[src/rtl/state_activity_monitor_if.sv]
// Bundles the upstream state bus and the monitor's status outputs.
`default_nettype none

interface state_activity_monitor_if #(
   parameter int DWELL_W = 16
) ();
   logic [2:0]         state;
   logic               change_pulse;
   logic [2:0]         prev_state;
   logic [DWELL_W-1:0] dwell_count;
   logic               stuck;
   logic               illegal;
   logic [5:0]         led;

   modport master (
      output state,
      input  change_pulse, prev_state, dwell_count, stuck, illegal, led
   );

   modport slave (
      input  state,
      output change_pulse, prev_state, dwell_count, stuck, illegal, led
   );
endinterface

`default_nettype wire

[src/rtl/state_activity_monitor.sv]
// Watches a 3-bit state bus: change pulses, dwell timing, stall/illegal flags, LED display.
`default_nettype none

module state_activity_monitor #(
   parameter int DWELL_W     = 16,
   parameter int STUCK_LIMIT = 1000,
   parameter int BLINK_W     = 8
) (
   input  wire logic                clk,
   input  wire logic                state_reset,
   state_activity_monitor_if.slave  mon
);

   typedef enum logic [1:0] {
      MODE_INIT  = 2'd0,
      MODE_TRACK = 2'd1,
      MODE_STUCK = 2'd2,
      MODE_FAULT = 2'd3
   } mode_t;

   localparam logic [DWELL_W-1:0] DWELL_MAX = '1;
   localparam logic [DWELL_W-1:0] STUCK_AT  = DWELL_W'(STUCK_LIMIT - 1);

   mode_t              mode_q;
   logic [2:0]         s_q;
   logic [2:0]         prev_q;
   logic [DWELL_W-1:0] dwell_q;
   logic               change_q;
   logic               stuck_q;
   logic               illegal_q;
   logic [BLINK_W-1:0] blink_q;
   logic [5:0]         led_q;

   logic               changed_d;
   logic               bad_in_d;
   logic [DWELL_W-1:0] dwell_inc_d;
   logic [5:0]         onehot_d;
   logic [5:0]         led_d;

   always_comb begin
      changed_d   = (mon.state != s_q);
      bad_in_d    = (mon.state[2:1] == 2'b11);
      dwell_inc_d = (dwell_q == DWELL_MAX) ? dwell_q : dwell_q + 1'b1;
      onehot_d    = 6'b000001 << s_q;
      led_d       = 6'b000000;
      case (mode_q)
         MODE_TRACK: led_d = onehot_d;
         MODE_STUCK: led_d = blink_q[BLINK_W-1] ? 6'b000000 : onehot_d;
         MODE_FAULT: led_d = 6'b111111;
         default:    led_d = 6'b000000;
      endcase
   end

   always_ff @(posedge clk) begin
      if (state_reset) begin
         mode_q    <= MODE_INIT;
         s_q       <= 3'd0;
         prev_q    <= 3'd0;
         dwell_q   <= '0;
         change_q  <= 1'b0;
         stuck_q   <= 1'b0;
         illegal_q <= 1'b0;
         blink_q   <= '0;
         led_q     <= 6'b000000;
      end else begin
         s_q      <= mon.state;
         blink_q  <= blink_q + 1'b1;
         change_q <= 1'b0;
         led_q    <= led_d;
         if (mode_q == MODE_INIT) begin
            // First edge only latches the bus; an illegal code still lands in FAULT.
            if (bad_in_d) begin
               mode_q    <= MODE_FAULT;
               illegal_q <= 1'b1;
            end else begin
               mode_q    <= MODE_TRACK;
            end
         end else begin
            if (changed_d) begin
               change_q <= 1'b1;
               prev_q   <= s_q;
               dwell_q  <= '0;
            end else begin
               dwell_q  <= dwell_inc_d;
            end

            if (bad_in_d) begin
               mode_q    <= MODE_FAULT;
               illegal_q <= 1'b1;
               stuck_q   <= 1'b0;
            end else if (changed_d) begin
               mode_q    <= MODE_TRACK;
               illegal_q <= 1'b0;
               stuck_q   <= 1'b0;
            end else if (mode_q == MODE_TRACK && dwell_inc_d >= STUCK_AT) begin
               // Restart the blink phase so the stall display always opens with LED on.
               mode_q  <= MODE_STUCK;
               stuck_q <= 1'b1;
               blink_q <= '0;
            end
         end
      end
   end

   assign mon.change_pulse = change_q;
   assign mon.prev_state   = prev_q;
   assign mon.dwell_count  = dwell_q;
   assign mon.stuck        = stuck_q;
   assign mon.illegal      = illegal_q;
   assign mon.led          = led_q;

endmodule

`default_nettype wire

[src/flat_wrapper.sv]
// flat-port wrapper written by rule: the top's interface ports become plain ports
module state_activity_monitor_flat 
#(
   parameter int DWELL_W     = 16,
   parameter int STUCK_LIMIT = 1000,
   parameter int BLINK_W     = 8
)
  (clk, state_reset, mon_state, mon_change_pulse, mon_prev_state, mon_dwell_count, mon_stuck, mon_illegal, mon_led);
  state_activity_monitor_if #(.DWELL_W(DWELL_W)) mon_i ();
  input  wire logic clk;
  input  wire logic state_reset;
  input wire logic [$bits(mon_i.state)-1:0] mon_state;
  output wire logic [$bits(mon_i.change_pulse)-1:0] mon_change_pulse;
  output wire logic [$bits(mon_i.prev_state)-1:0] mon_prev_state;
  output wire logic [$bits(mon_i.dwell_count)-1:0] mon_dwell_count;
  output wire logic [$bits(mon_i.stuck)-1:0] mon_stuck;
  output wire logic [$bits(mon_i.illegal)-1:0] mon_illegal;
  output wire logic [$bits(mon_i.led)-1:0] mon_led;
  assign mon_i.state = mon_state;
  assign mon_change_pulse = mon_i.change_pulse;
  assign mon_prev_state = mon_i.prev_state;
  assign mon_dwell_count = mon_i.dwell_count;
  assign mon_stuck = mon_i.stuck;
  assign mon_illegal = mon_i.illegal;
  assign mon_led = mon_i.led;
  state_activity_monitor #(.DWELL_W(DWELL_W), .STUCK_LIMIT(STUCK_LIMIT), .BLINK_W(BLINK_W)) u_core (.clk(clk), .state_reset(state_reset), .mon(mon_i));
endmodule
[config.mk]
export PLATFORM = sky130hd
export DESIGN_NAME = state_activity_monitor_flat
export DESIGN_NICKNAME = d
export VERILOG_FILES = /design/src/rtl/state_activity_monitor_if.sv /design/src/rtl/state_activity_monitor.sv /design/src/flat_wrapper.sv
export SDC_FILE = /design/constraint.sdc
export NUM_CORES = 1
export LEC_CHECK = 0
export ABC_CLOCK_PERIOD_IN_PS = 2790
export CAP_MARGIN = 40
export CORE_MARGIN = 2
export CORE_UTILIZATION = 24
export CTS_BUF_LIST = sky130_fd_sc_hd__clkbuf_4 sky130_fd_sc_hd__clkbuf_8
export DETAILED_ROUTE_END_ITERATION = 16
export SYNTH_ARGS = -nofsm -noshare
export SYNTH_HDL_FRONTEND = slang
export SYNTH_SLANG_ARGS = --single-unit
[constraint.sdc]
create_clock -name clk -period 2.79 [get_ports clk]
set_clock_uncertainty 0.1 [all_clocks]
set_input_delay 0.558 -clock clk [delete_from_list [all_inputs] [get_ports clk]]
set_output_delay 0.558 -clock clk [all_outputs]
set_load 0.005 [all_outputs]
# Yosys cells after proc, flatten, opt, wreduce, memory -nomap -nowiden
# Cells that the tools add are included.
# W data, S select, Z words.
# totals
ff_bits	41
input_bits	5
output_inout_bits	28
wordCells	51
# op_classes
add_sub_neg	2
n_lt_le_gt_ge	1
n_eq_ne	7
shifts	1
mux	21
bitwise	1
reduce_logical	9
# ops
cell	n
$mux W16	2
$mux W8	4
$pmux W6 S3	1
$add A16 B1 Y16 const B	1
$eq A16 B16 Y1 const B	1
$ge A16 B10 Y1 const B	1
$mux W2	5
$add A8 B1 Y8 const B	1
$mux W1	8
$eq A2 B2 Y1 const B	3
$mux W6	1
$reduce_and A2 Y1	3
$shl A1 B3 Y6 const A	1
$reduce_bool A4 Y1	1
$ne A3 B3 Y1	1
$reduce_bool A3 Y1	1
$eq A2 B1 Y1 const B	1
$logic_not A2 Y1	1
$ne A2 B1 Y1 const B	1
$reduce_bool A2 Y1	1
$reduce_or A2 Y1	1
$logic_and A1 B1 Y1	1
$not A1 Y1	1

# Depth between registers and ports, before layout
# Gate-level depths: netlist of run 1.
# depth
depth_word	8
depth_mapped	9
ltp_nobuf	8

# Least setup slack after synthesis of run 1
# Ideal clock, no wire load.
# synth_timing
kind	register -> register
from	register u_core.dwell_q[0] (netlist: u_core.mon.dwell_count[0])
to	register u_core.stuck_q (netlist: u_core.mon.stuck)
setup_time_ns	0.059
arrival_ns	2.334
required_ns	2.631
setup_slack_ns	0.297
stages_incl_launch_ff	10
path_buffers	1
period_less_slack_ns	2.493
path_cell_list	dfxtp_1 > ha_1 > and2_1 > buf_4 > nand3_4 > or3_4 > a211oi_2 > nand4_2 > a211oi_4 > o21ba_1
# synth_via
elab_chain_cells	6
word_cells_on_any_way	7
classes_between	1 x add/sub; 1 x order compare; 1 x eq/ne; 1 x mux; 3 x reduce/logical
# synth_lines
item	line	source
start, declared	state_activity_monitor.sv:27	logic [DWELL_W-1:0] dwell_q;
start signal, assigned	state_activity_monitor.sv:84	dwell_q <= dwell_inc_d;
$add A16 B1 Y16 / $eq A16 B16 Y1 (equally long branches)	state_activity_monitor.sv:43	dwell_inc_d = (dwell_q == DWELL_MAX) ? dwell_q : dwell_q + 1'b1;
$mux W16 *	state_activity_monitor.sv:43	
$ge A16 B10 Y1 *	state_activity_monitor.sv:95	end else if (mode_q == MODE_TRACK && dwell_inc_d >= STUCK_AT) begin
$logic_and A1 B1 Y1 *	state_activity_monitor.sv:95	
$reduce_bool A3 Y1 (no line) *	-	
$reduce_and A2 Y1 (no line) *	-	
end signal, assigned	state_activity_monitor.sv:90	stuck_q <= 1'b0;
end signal, assigned	state_activity_monitor.sv:94	stuck_q <= 1'b0;
end signal, assigned	state_activity_monitor.sv:98	stuck_q <= 1'b1;
end, declared	state_activity_monitor.sv:29	logic stuck_q;
# Every way passes the cells marked *; elsewhere a longest branch is shown, timed or not.
# A chain may end at the register's enable or synchronous reset.

# Worst setup path in the final report of run 1
# layout_timing
from	register u_core.dwell_q[1] (netlist: u_core.mon.dwell_count[1])
to	register u_core.stuck_q (netlist: u_core.mon.stuck)
# Same word-level chain as after synthesis.

==> impl_metrics.json, run 1 <==
{
  "die_y_um": 98.1,
  "p_clk_share_pct": 41.1,
  "grt_max_degree": 18,
  "first_global_vias": 1771,
  "setup_tns_ns": 0,
  "hold_path_class": "flop to flop",
  "hold_viol": 0,
  "ctsResizeCount": 0,
  "swShare_pct": 24.7,
  "cts_made_buffers": 5,
  "gp_congestion": 0.905,
  "worst_path_largest_cell_delay_ns": 0.44,
  "die_area_sq_um": 9630,
  "overflow": 0,
  "stdcell_count": 407,
  "critPathSlowestCell": "dfxtp_1",
  "postSynthCellCount": 263,
  "yosys-top-cells-area": "dfxtp_1, a21oi_1, nand2_1, nor2_1, nand3_1",
  "drtPass1Iterations": 4,
  "setup_viol_count_final": 0,
  "seq_area_sq_um": 821,
  "die_w_um": 98.1,
  "grt_usage_pct": 11.2,
  "post_dp_cell_area_sq_um": 2600,
  "synth_edf_count": 0,
  "power.total_mw": 1.21,
  "synth_warnings": 0,
  "path_class": "flop to flop",
  "drc": 0,
  "clk_pin_slew_ns": 0.09,
  "final_layout_size_suffix_gt1_share_pct": 12.4,
  "worstSkewPairLatency_ns": 0.30,
  "synthesis.area_sq_um": 2130,
  "dr.first_iter.drc_count": 119,
  "end_kind": "flop",
  "status": "complete, no violations",
  "internal_power_mw": 0.914,
  "vias": 2002,
  "fp.coreArea_sq_um": 8680,
  "htree_num_levels": 2,
  "slew-limit-headroom_pct": 66.6,
  "critical_path.max_fanout": 10,
  "ys_types": 47,
  "crit_path_start_kind": "flop",
  "rsz0062_at_grt": "no",
  "place_ws_ns": 0.161,
  "grt_pass1_wl_um": 8740,
  "p_sw_mw": 0.300,
  "ys_ff_latch": 41,
  "maxSlewViolCount": 0,
  "worstPathRequired_ns": 2.88,
  "finalInstanceArea_sq_um": 2720,
  "syn_nets": 270,
  "port_buffers": 32,
  "pin_count": 33,
  "wire_per_inst_um": 13.3,
  "cts_tree": "yes",
  "fillers": 945,
  "tightest_slew_ns": 0.500,
  "syn_area_per_cell_sq_um": 8.09,
  "synth_largest_area_cell": "dfxtp_1",
  "area_growth_pct": 27.9,
  "fmax_ghz": 0.387,
  "ant_nets": 0,
  "fin_ws_ns": 0.207,
  "cap_violations": 0,
  "clock_path_buffers": 2,
  "cp.arrival_ns": 2.68,
  "synth_top_area_share_pct": 38.6,
  "period_share_pct": 92.6,
  "num_antenna_cells": 0,
  "async_reset_ff_share_pct": 0,
  "leakage_nw": 0.925,
  "nNetsFinal": 305,
  "finalCriticalPeriod_ns": 2.58,
  "seqPwrFrac_pct": 50.4,
  "ir_drop_v": 0.000281,
  "clock-root-buffer": "clkbuf_8",
  "dp.cells": 398,
  "dp.final_hpwl_um": 3900,
  "clock-sinks": 41,
  "r2r_slack_ns": 0.21,
  "rows": 34,
  "drt-total-wl_um": 5420,
  "pwr-share-comb_pct": 8.5,
  "viasPerCell": 4.92,
  "multi_input_area_sq_um": 1230,
  "start_util_pct": 24.5,
  "crit_chain": "ha_1, nand2_1, nor3_2, and3_1, mux2_2, o41ai_4, a211oi_4, buf_4, o21ba_1",
  "antenna_found_initial": 0,
  "power_density_nw_per_um2": 446,
  "synth-seq-area-share_pct": 38.6,
  "synth_flop_cell": "dfxtp_1"
}
## cell usage after synthesis, drive strengths merged, types with 2 or more instances
master and n:
dfxtp 41, a21oi 31, nand2 27, nor2 27, nor3 17, nand3 16
clkbuf 13, o21ai 11, nand4 8, and3 6, xnor2 6, xor2 6
and2 4, buf 4, nand3b 4, nor2b 4, or3 4, a211oi 3
a31oi 3, nor4 3, a311oi 2, ha 2, mux2 2, nand2b 2
nor3b 2, o22ai 2
## path summary, 6_finish.rpt
| check | cells after the start | endpoint | startpoint |
|---|---|---|---|
| setup / recovery | 9 | u_core.mon.stuck$_SDFFE_PP0P_ | u_core.mon.dwell_count[1]$_SDFFE_PP0N_ |
| hold / removal | 2 | u_core.mon.illegal$_SDFFE_PP0P_ | u_core.mon.illegal$_SDFFE_PP0P_ |
| setup reg to reg | 9 | u_core.mon.stuck$_SDFFE_PP0P_ | u_core.mon.dwell_count[1]$_SDFFE_PP0N_ |
| hold reg to reg | 2 | u_core.mon.illegal$_SDFFE_PP0P_ | u_core.mon.illegal$_SDFFE_PP0P_ |
## state kept, by name (all words and copies together) (netlist names)
name	cells
u_core.mode_q	2
u_core.blink_q	8
u_core.s_q	3
u_core.mon.led	6
u_core.mon.prev_state	3
u_core.mon.change_pulse	1
u_core.mon.dwell_count	16
u_core.mon.stuck	1
u_core.mon.illegal	1
## power groups by stage
stage / logic, mW / registers (mW) / clock network, mW
floorplan: 0.0630 / 0.621 / 0
global placement: 0.101 / 0.625 / 0
detailed placement: 0.103 / 0.626 / 0
CTS: 0.104 / 0.612 / 0.504
global route: 0.115 / 0.614 / 0.528
finish: 0.104 / 0.612 / 0.499
## cells in the final DEF (no fill, tap or decap), types with 5 or more instances in the layout
| cell | netlist | layout |
|---|---|---|
| a21oi_1 | 31 | 31 |
| and3_1 | 6 | 6 |
| buf_4 | 2 | 13 |
| clkbuf_8 | 0 | 5 |
| clkdlybuf4s50_1 | 0 | 32 |
| dfxtp_1 | 41 | 41 |
| nand2_1 | 27 | 27 |
| nand3_1 | 15 | 15 |
| nand4_1 | 7 | 7 |
| nor2_1 | 27 | 27 |
| nor3_1 | 15 | 15 |
| o21ai_0 | 11 | 11 |
| xnor2_1 | 6 | 6 |
| xor2_1 | 6 | 6 |
## what timing repair did
action | in CTS | in global routing
endpoints found under the setup margin | 0 | 5
setup buffers | 0 | 1
hold buffers | 0 | 0
## per-layer routing
layer	track usage [%]	routed length, um	part of all wire [%]
met2	17.0	2420	45
met3	3.15	272	5.0
met5	0	0	0
met1	15.5	2690	50
met4	3.16	47	0.87
## worst max-delay path: cells and delay by family, from the launching register on
| kind | cells | cell delay, ns |
|---|---|---|
| AO/OA/AOI/OAI | 3 | 0.57 |
| AND/OR/NAND/NOR | 3 | 0.54 |
| flip-flops | 1 | 0.44 |
| multiplexers | 1 | 0.37 |
| adder cells (fa/ha/maj) | 1 | 0.28 |
| buffers and inverters | 1 | 0.18 |
## cell type report
cell class              count  area share (%)
inverters                   1           0.138
repair buffers             45            15.4
clock buffers               5            2.53
well taps                 108            4.97
flip-flops and latches     41            30.2
clock inverters             3            1.70
multi-input cells         204            45.1
## logic make-up after synthesis
group	Yosys count	synth area share (%)
DFF	41	38.6
buffers and inverters	18	3.65
xor gates and xnor gates	12	4.94
adders and majority gates	2	1.18
AOI/OAI and AO/OA	60	18.2
muxes	2	1.06
and+or+nand+nor	128	32.4
## through the flow
stage	utilization, %	hold WS, ns
2_1_floorplan	-	0.325
3_3_place_gp	29.9	0.341
3_5_place_dp	29.9	0.347
4_1_cts	31.3	0.362
5_1_grt	31.4	0.381
6_report	31.4	0.362
Note: power is estimated with default switching activity, not from simulation.
==> run 2, diff against run 1 <==
--- a/config.mk
+++ b/config.mk
@@ -8,8 +8,9 @@
 export ABC_CLOCK_PERIOD_IN_PS = 2790
 export CAP_MARGIN = 40
 export CORE_MARGIN = 2
-export CORE_UTILIZATION = 24
+export CORE_UTILIZATION = 35
 export CTS_BUF_LIST = sky130_fd_sc_hd__clkbuf_4 sky130_fd_sc_hd__clkbuf_8
+export CTS_CLUSTER_DIAMETER = 200
 export DETAILED_ROUTE_END_ITERATION = 16
 export SYNTH_ARGS = -nofsm -noshare
 export SYNTH_HDL_FRONTEND = slang
==> run 2 against run 1 <==
Net effect: sequential share of layout area rose by 0.35 points; first-iteration DRC count decreased by 13%; total power grew 0.40%.
==> impl_metrics.json, run 2 (synthesis gave the netlist of run 1 again) <==
{
  "internal_power_mw": 0.936,
  "swShare_pct": 23.2,
  "clk_pin_slew_ns": 0.08,
  "end_kind": "flop",
  "ctsResizeCount": 0,
  "pwr-share-comb_pct": 8.3,
  "clock-root-buffer": "clkbuf_8",
  "cts_tree": "yes",
  "clock_path_buffers": 2,
  "path_class": "flop to flop",
  "mostFrequentLayoutCell": "dfxtp_1",
  "crit_path_start_kind": "flop",
  "nNetsFinal": 304,
  "ant_nets": 0,
  "period_share_pct": 91.1,
  "seqPwrFrac_pct": 50.1,
  "crit_family": "simple AND/OR/NAND/NOR gates",
  "setup_viol_count_final": 0,
  "drc": 0,
  "critPathSlowestCell": "dfxtp_1",
  "start_util_pct": 36.1,
  "use_met3_pct": 3.85,
  "layout_common_cells": "dfxtp_1, clkdlybuf4s50_1, a21oi_1, nand2_1, nor2_1",
  "rsz0062_at_grt": "no",
  "crit_chain": "nand4_1, nor3_2, and3_1, mux2_2, o41ai_4, a211oi_4, buf_12, o21ba_1",
  "setup_tns_ns": 0,
  "cts_setup_buffers": 0,
  "path_buf_inv": 1,
  "worst_path_largest_cell_delay_ns": 0.51,
  "antenna_found_initial": 0,
  "cap_violations": 0,
  "rows": 28,
  "htree_num_levels": 2,
  "drt-total-wl_um": 5080,
  "overflow": 0,
  "slew-limit-headroom_pct": 43.7,
  "finalCriticalPeriod_ns": 2.54,
  "grt_usage_pct": 16.3,
  "area_growth_pct": 26.5,
  "grt_pass1_wl_um": 8400,
  "dr.first_iter.drc_count": 104,
  "vias": 1993,
  "gp_congestion": 0.819,
  "drtPass1Iterations": 4,
  "cts_made_buffers": 5,
  "port_buffers": 32,
  "pin_count": 33,
  "grtUsageMet2_pct": 24.6,
  "power.total_mw": 1.22,
  "first_global_vias": 1781,
  "die_area_sq_um": 6720,
  "leakage_nw": 0.926,
  "die_w_um": 82.0,
  "ctsHoldBuffers": 0,
  "hold_viol": 0,
  "final_layout_size_suffix_gt1_share_pct": 12.1,
  "fmax_ghz": 0.394,
  "wire_per_inst_um": 13.6,
  "cp.arrival_ns": 2.63,
  "worstSkewPairLatency_ns": 0.30,
  "dp.final_hpwl_um": 3640,
  "fp.coreArea_sq_um": 5890,
  "ir_drop_v": 0.000197,
  "p_clk_share_pct": 41.6,
  "power_density_nw_per_um2": 453,
  "top_usage_layer": "met2",
  "maxSlewViolCount": 0,
  "clock-sinks": 41,
  "largest_register_ffs": 16,
  "p_sw_mw": 0.283,
  "critical_path.max_fanout": 10,
  "num_antenna_cells": 0,
  "grt_max_degree": 19,
  "worstPathRequired_ns": 2.88,
  "die_y_um": 82.0,
  "grtUsageMet1_pct": 22.7,
  "status": "complete, no violations",
  "viasPerCell": 5.34,
  "hold_path_class": "flop to flop",
  "tightest_slew_ns": 0.841
}
-- run 2: cell count changes in the layout (fill, tap and decap cells not counted), sizes merged --
cell	previous run	this run
buf	13	12
clkinv	1	0
clkbuf	5	6
-- run 2: area by class of cell --
type / count / area [sq um]
clock buffers: 6 / 82.6
clock inverters: 2 / 37.5
fillers: 599 / 3200
repair buffers: 44 / 423
well taps: 75 / 93.8
multi-input cells: 204 / 1230
inverters: 1 / 3.75
flip-flops and latches: 41 / 821
-- run 2: final timing paths --
check | start | to | slack [ns] | depth (start not counted)
max | u_core.mon.dwell_count[3]$_SDFFE_PP0N_ | u_core.mon.stuck$_SDFFE_PP0P_ | 0.25 | 8
min | u_core.blink_q[0]$_SDFF_PP0_ | u_core.blink_q[0]$_SDFF_PP0_ | 0.35 | 1
max reg2reg | u_core.mon.dwell_count[3]$_SDFFE_PP0N_ | u_core.mon.stuck$_SDFFE_PP0P_ | 0.25 | 8
min reg2reg | u_core.blink_q[0]$_SDFF_PP0_ | u_core.blink_q[0]$_SDFF_PP0_ | 0.35 | 1
-- run 2: power by group through the flow --
stage          Sequential [mW]  Clock, mW  Combinational, mW
2_1_floorplan            0.621          0             0.0630
3_3_place_gp             0.625          0              0.100
3_5_place_dp             0.625          0              0.101
4_1_cts                  0.612      0.524              0.102
5_1_grt                  0.614      0.547              0.113
6_report                 0.611      0.507              0.101
-- run 2: metrics by stage --
step | utilization, % | instances | setup WS, ns | hold slack (ns) | cell area [sq um]
floorplan | - | 263 | 0.297 | 0.325 | 2130
global placement | 43.3 | 364 | 0.235 | 0.343 | 2550
detailed placement | 43.3 | 364 | 0.167 | 0.349 | 2550
CTS | 45.4 | 372 | 0.131 | 0.362 | 2670
global route | 45.7 | 373 | 0.0578 | 0.385 | 2690
finish | 45.7 | 373 | 0.249 | 0.354 | 2690
-- run 2: layer usage --
metal	wire length (um)	vias up
met5	0	-
met4	93	0
met3	236	8
met2	2230	44
met1	2520	929
li1	-	1012
==> run 3, diff against run 2 <==
--- a/config.mk
+++ b/config.mk
@@ -7,7 +7,7 @@
 export LEC_CHECK = 0
 export ABC_CLOCK_PERIOD_IN_PS = 2790
 export CAP_MARGIN = 40
-export CORE_MARGIN = 2
+export CORE_MARGIN = 3
 export CORE_UTILIZATION = 35
 export CTS_BUF_LIST = sky130_fd_sc_hd__clkbuf_4 sky130_fd_sc_hd__clkbuf_8
 export CTS_CLUSTER_DIAMETER = 200
==> run 3 against run 2 <==
Net effect: first-iteration DRC count rose by 16%; total power fell by 3.2%; cell area fell by 0.88%; critical path type unchanged; critical endpoint unchanged.
==> impl_metrics.json, run 3 (synthesis gave the netlist of run 1 again) <==
{
  "status": "complete, no violations",
  "cts_tree": "yes",
  "fp.coreArea_sq_um": 5680,
  "cts_made_buffers": 5,
  "grt_pass1_wl_um": 9260,
  "leakage_nw": 0.926,
  "mostFrequentLayoutCell": "dfxtp_1",
  "critPathSlowestCell": "a211oi_4",
  "drc": 0,
  "crit_chain": "ha_1, and2_1, nand3_4, or3_4, a211oi_2, nand4_2, a211oi_4, o21ba_1",
  "setup_tns_ns": 0,
  "num_antenna_cells": 0,
  "post_dp_cell_area_sq_um": 2560,
  "fin_ws_ns": 0.248,
  "hold_path_class": "flop to flop",
  "die_w_um": 84.0,
  "rsz0062_at_grt": "no",
  "finalCriticalPeriod_ns": 2.54,
  "setup_viol_count_final": 0,
  "swShare_pct": 23.3,
  "final_layout_size_suffix_gt1_share_pct": 12.4,
  "finalInstanceArea_sq_um": 2670,
  "cap_violations": 0,
  "wire_per_inst_um": 14.2,
  "htree_num_levels": 2,
  "first_global_vias": 1891,
  "maxSlewViolCount": 0,
  "grt_usage_pct": 16.1,
  "largest_register_ffs": 16,
  "drtPass1Iterations": 4,
  "pin_count": 33,
  "start_util_pct": 37.5,
  "end_kind": "flop",
  "hold_viol": 0,
  "cts_setup_buffers": 0,
  "clock-root-buffer": "clkbuf_8",
  "drt-total-wl_um": 5260,
  "ir_drop_v": 0.000191,
  "die_area_sq_um": 7050,
  "tightest_slew_ns": 0.872,
  "p_sw_mw": 0.275,
  "fmax_ghz": 0.393,
  "pwr-share-comb_pct": 8.5,
  "grt_max_degree": 20,
  "clock_path_buffers": 2,
  "die_y_um": 84.0,
  "clock-sinks": 41,
  "worstSkewPairLatency_ns": 0.29,
  "port_buffers": 32,
  "ant_nets": 0,
  "overflow": 0,
  "ctsResizeCount": 0,
  "cp.arrival_ns": 2.68,
  "area_growth_pct": 25.4,
  "ctsHoldBuffers": 0,
  "internal_power_mw": 0.905,
  "vias": 1984,
  "gp_congestion": 0.855,
  "dp.final_hpwl_um": 3750,
  "seqPwrFrac_pct": 51.9,
  "place_ws_ns": 0.203,
  "nNetsFinal": 305,
  "clk_pin_slew_ns": 0.08,
  "power_density_nw_per_um2": 443,
  "slew-limit-headroom_pct": 41.6,
  "worst_path_largest_cell_delay_ns": 0.49,
  "layout_common_cells": "dfxtp_1, clkdlybuf4s50_1, a21oi_1, nand2_1, nor2_1",
  "path_class": "flop to flop",
  "antenna_found_initial": 0,
  "dr.first_iter.drc_count": 121,
  "viasPerCell": 5.36,
  "worstPathRequired_ns": 2.93,
  "period_share_pct": 91.1,
  "p_clk_share_pct": 39.6,
  "critical_path.max_fanout": 10,
  "rows": 27,
  "crit_path_start_kind": "flop"
}
## run 3: cell count changes in the layout (fill, tap and decap cells not counted)
cell	previous run	this run
clkbuf_8	6	5
dfxtp_1	41	40
buf_4	11	13
clkinv_2	0	1
dfxtp_2	0	1
buf_12	1	0
clkinvlp_4	1	0
## run 3: cell type report
type                       instances  area, sq um
sequential                        41          822
fill                             574         3010
tap                               72         90.1
clock buffer                       5         68.8
timing repair buffer              45          418
inverter                           1         3.75
multi-input combinational        204         1230
clock inverter                     2         35.0
## run 3: worst paths after layout
kind                                          startpoint  slack [ns]  cells after the start                       endpoint
setup / recovery  u_core.mon.dwell_count[1]$_SDFFE_PP0N_        0.25                      8  u_core.mon.stuck$_SDFFE_PP0P_
hold / removal              u_core.blink_q[0]$_SDFF_PP0_        0.36                      1   u_core.blink_q[0]$_SDFF_PP0_
setup reg to reg  u_core.mon.dwell_count[1]$_SDFFE_PP0N_        0.25                      8  u_core.mon.stuck$_SDFFE_PP0P_
hold reg to reg             u_core.blink_q[0]$_SDFF_PP0_        0.36                      1   u_core.blink_q[0]$_SDFF_PP0_
## run 3: through the flow
stage          hold WS, ns  total power, mW  cells  util [%]
3_3_place_gp         0.341            0.726    363      45.1
2_1_floorplan        0.325            0.684    263         -
5_1_grt              0.381             1.23    370      47.0
3_5_place_dp         0.351            0.728    363      45.1
6_report             0.361             1.18    370      47.0
4_1_cts              0.363             1.20    370      47.0
## run 3: worst max-delay path: cells and delay by family, from the launching register on
family / cells / cell delay (ns)
simple gates: 4 / 0.85
fa+ha+maj: 1 / 0.19
flops: 1 / 0.42
compound gates: 3 / 0.92
## run 3: power by group through the flow
stage	Sequential, mW	Combinational [mW]	Clock [mW]
after floorplan	0.621	0.0630	0
after global placement	0.626	0.101	0
after detailed placement	0.627	0.101	0
after CTS	0.613	0.102	0.482
after global routing	0.615	0.114	0.505
final	0.613	0.101	0.467
## run 3: layer usage
layer / wire (um) / vias up / global-route usage, %
met5: 0 / - / 0
li1: - / 1007 / -
met3: 259 / 8 / 3.26
met1: 2620 / 918 / 22.9
met2: 2270 / 51 / 23.6
met4: 102 / 0 / 6.29
==> edit: new RTL, settings of run 1 <==
Make the reset (`state_reset`) asynchronous in one clocked block.
--- a/src/rtl/state_activity_monitor.sv
+++ b/src/rtl/state_activity_monitor.sv
@@ -53,3 +53,3 @@
 
-   always_ff @(posedge clk) begin
+   always_ff @(posedge clk or posedge state_reset) begin
       if (state_reset) begin
Check against the original RTL: differs if state_reset is asserted again (counterexample within 4 cycles, from zero or initial values and one cycle with state_reset high); with state_reset held inactive, the same outputs for 10 cycles.
==> edit against run 1 <==
Clock power increased by 3%; worst setup slack lost 57 ps; total power increased by 18%; combinational power is 84% higher; synthesized area up 6.0%; routed wire length up 3.4%; largest cell class unchanged; cell area up 7.2%; critical path type unchanged; sequential share of layout area up 5.0 points; sequential cell count is the same.
==> edit: results (changes against run 1) <==
Synth Area in Compound Gates 21.8% (was 18.2%); Post-synth ARST share 100% (was 0%); P per Cell Area 490 mW/mm^2 (was 446 mW/mm^2); non-clk buf share 16.1% (was 15.4%); GR Util met1 15.1% (was 15.5%); IR drop worst, VDD 0.000205 V (was 0.000281 V); Yosys warnings 0 (unchanged); layout cells sized above 1 12.8% (was 12.4%); Post-Synth XOR/XNOR Area 5.05% (was 4.94%); vias in the first global route 1902 (was 1771); Crit path arrival time 2740 ps (was 2680 ps); post-synthesis mux area share 1.94% (was 1.06%); post-synthesis adder-cell area fraction 1.11% (was 1.18%); Met1 Wirelength 2.57 mm (was 2.69 mm); Area after DPL 0.00278 mm^2 (was 0.00260 mm^2); area occupied by multi-input gates 0.00114 mm^2 (was 0.00123 mm^2); top post-synthesis cells by area dfrtp_1 46%, o21ai_0 7.1%, a21oi_1 3.8%, nand3_1 3.8%, nand2_1 3.5% (was dfxtp_1 39%, a21oi_1 7.3%, nand2_1 4.8%, nor2_1 4.8%, nand3_1 3.5%); first-pass GRT wire length 9.21 mm (was 8.74 mm); slowest stage cell, crit path dfrtp_1 (was dfxtp_1); Mapped Cells 246 (was 263); worst hold path type flip-flop to flip-flop (unchanged); largest net degree at the start of global routing 42 (was 18); GP Congestion 0.871 (was 0.905); Nets 296 (was 305); dpl cells 392 (was 398); outcome finished clean (unchanged); wire length on met3 359 um (was 272 um); max_slew headroom 65.9% (was 66.6%); CTS root buf clkbuf_8 (unchanged); number of DRC markers in iteration 0 142 (was 119); via count 2061 (was 2002); routed wl met2 2.57 mm (was 2.42 mm); clk tree area frac 4.12% (was 4.23%); post-DP HPWL 3.86 mm (was 3.90 mm); Clock Tree Buf Depth 2 (unchanged); clock transition at the registers of the reported paths 80 ps; vias per cell 5.14 (was 4.92); Seq/Total Area, Yosys 45.5% (was 38.6%); met3 track demand over resource 2.91% (was 3.15%); Distinct cells, synth 45 (was 47); final WL 5.61 mm (was 5.42 mm); Fill cells 949 (was 945); # clk buffers 6 (was 5); Non-Clock Inverter Count 6 (was 1); maximum fanout along the worst path 9 (was 10); CP peak stage delay 500 ps (was 440 ps); Post-Place Setup Slack 98.2 ps (was 161 ps); Commonest cells post-synth 41 x dfrtp_1, 32 x o21ai_0, 21 x nand2_1 (was 41 x dfxtp_1, 31 x a21oi_1, 27 x nand2_1, 27 x nor2_1); Pleak 1.19 nW (was 0.925 nW); global-route usage over all layers 11.5% (was 11.2%); Multi-Input Combinational 183 (was 204); Buffers, non-clock 52 (was 45)
[edit: changes by cell type after synthesis, sizes merged, moves of 5 or more]
cell	before	now
a21oi	31	17
inv	1	6
o21ai	11	33
dfrtp	0	41
nor3	17	9
dfxtp	41	0
nand2	27	21
nor2	27	15
o31ai	0	5
[edit: power breakdown]
part / switching (mW) / total [mW] / internal [mW]
sequential: 0.0594 / 0.724 / 0.665
clock: 0.222 / 0.513 / 0.291
combinational: 0.0897 / 0.191 / 0.101
[edit: repair_timing]
item,CTS,global route
endpoints found under the setup margin,0,9
hold buffers,0,0
gates resized for setup,0,1
setup buffers,0,1
hold endpoints to repair,0,0
[edit: cells by family (layout without fill, tap and decap cells)]
family | Yosys count | after routing
AOI/OAI and AO/OA | 75 | 75
xor gates and xnor gates | 13 | 13
adders and majority gates | 2 | 2
buffers and inverters | 22 | 66
DFF | 41 | 41
muxes | 4 | 4
and+or+nand+nor | 89 | 89
[edit: worst paths after layout]
kind                            slack, ps                          to  cells past startpoint                       from
worst min register to register        410           u_core.blink_q[0]                      1          u_core.blink_q[0]
min in group asynchronous             580           u_core.blink_q[4]                      3                state_reset
worst max register to register        150            u_core.mon.stuck                      8  u_core.mon.dwell_count[4]
max in group asynchronous            1660  u_core.mon.dwell_count[14]                      3                state_reset
worst min-delay path                  410           u_core.blink_q[0]                      1          u_core.blink_q[0]
worst max-delay path                  150            u_core.mon.stuck                      8  u_core.mon.dwell_count[4]
[edit: worst max-delay path: cells and delay by family (launching register included)]
| family | cells | cell delay, ps |
|---|---|---|
| and+or+nand+nor | 4 | 1220 |
| DFF | 1 | 500 |
| AOI/OAI and AO/OA | 3 | 530 |
| buffers and inverters | 1 | 190 |
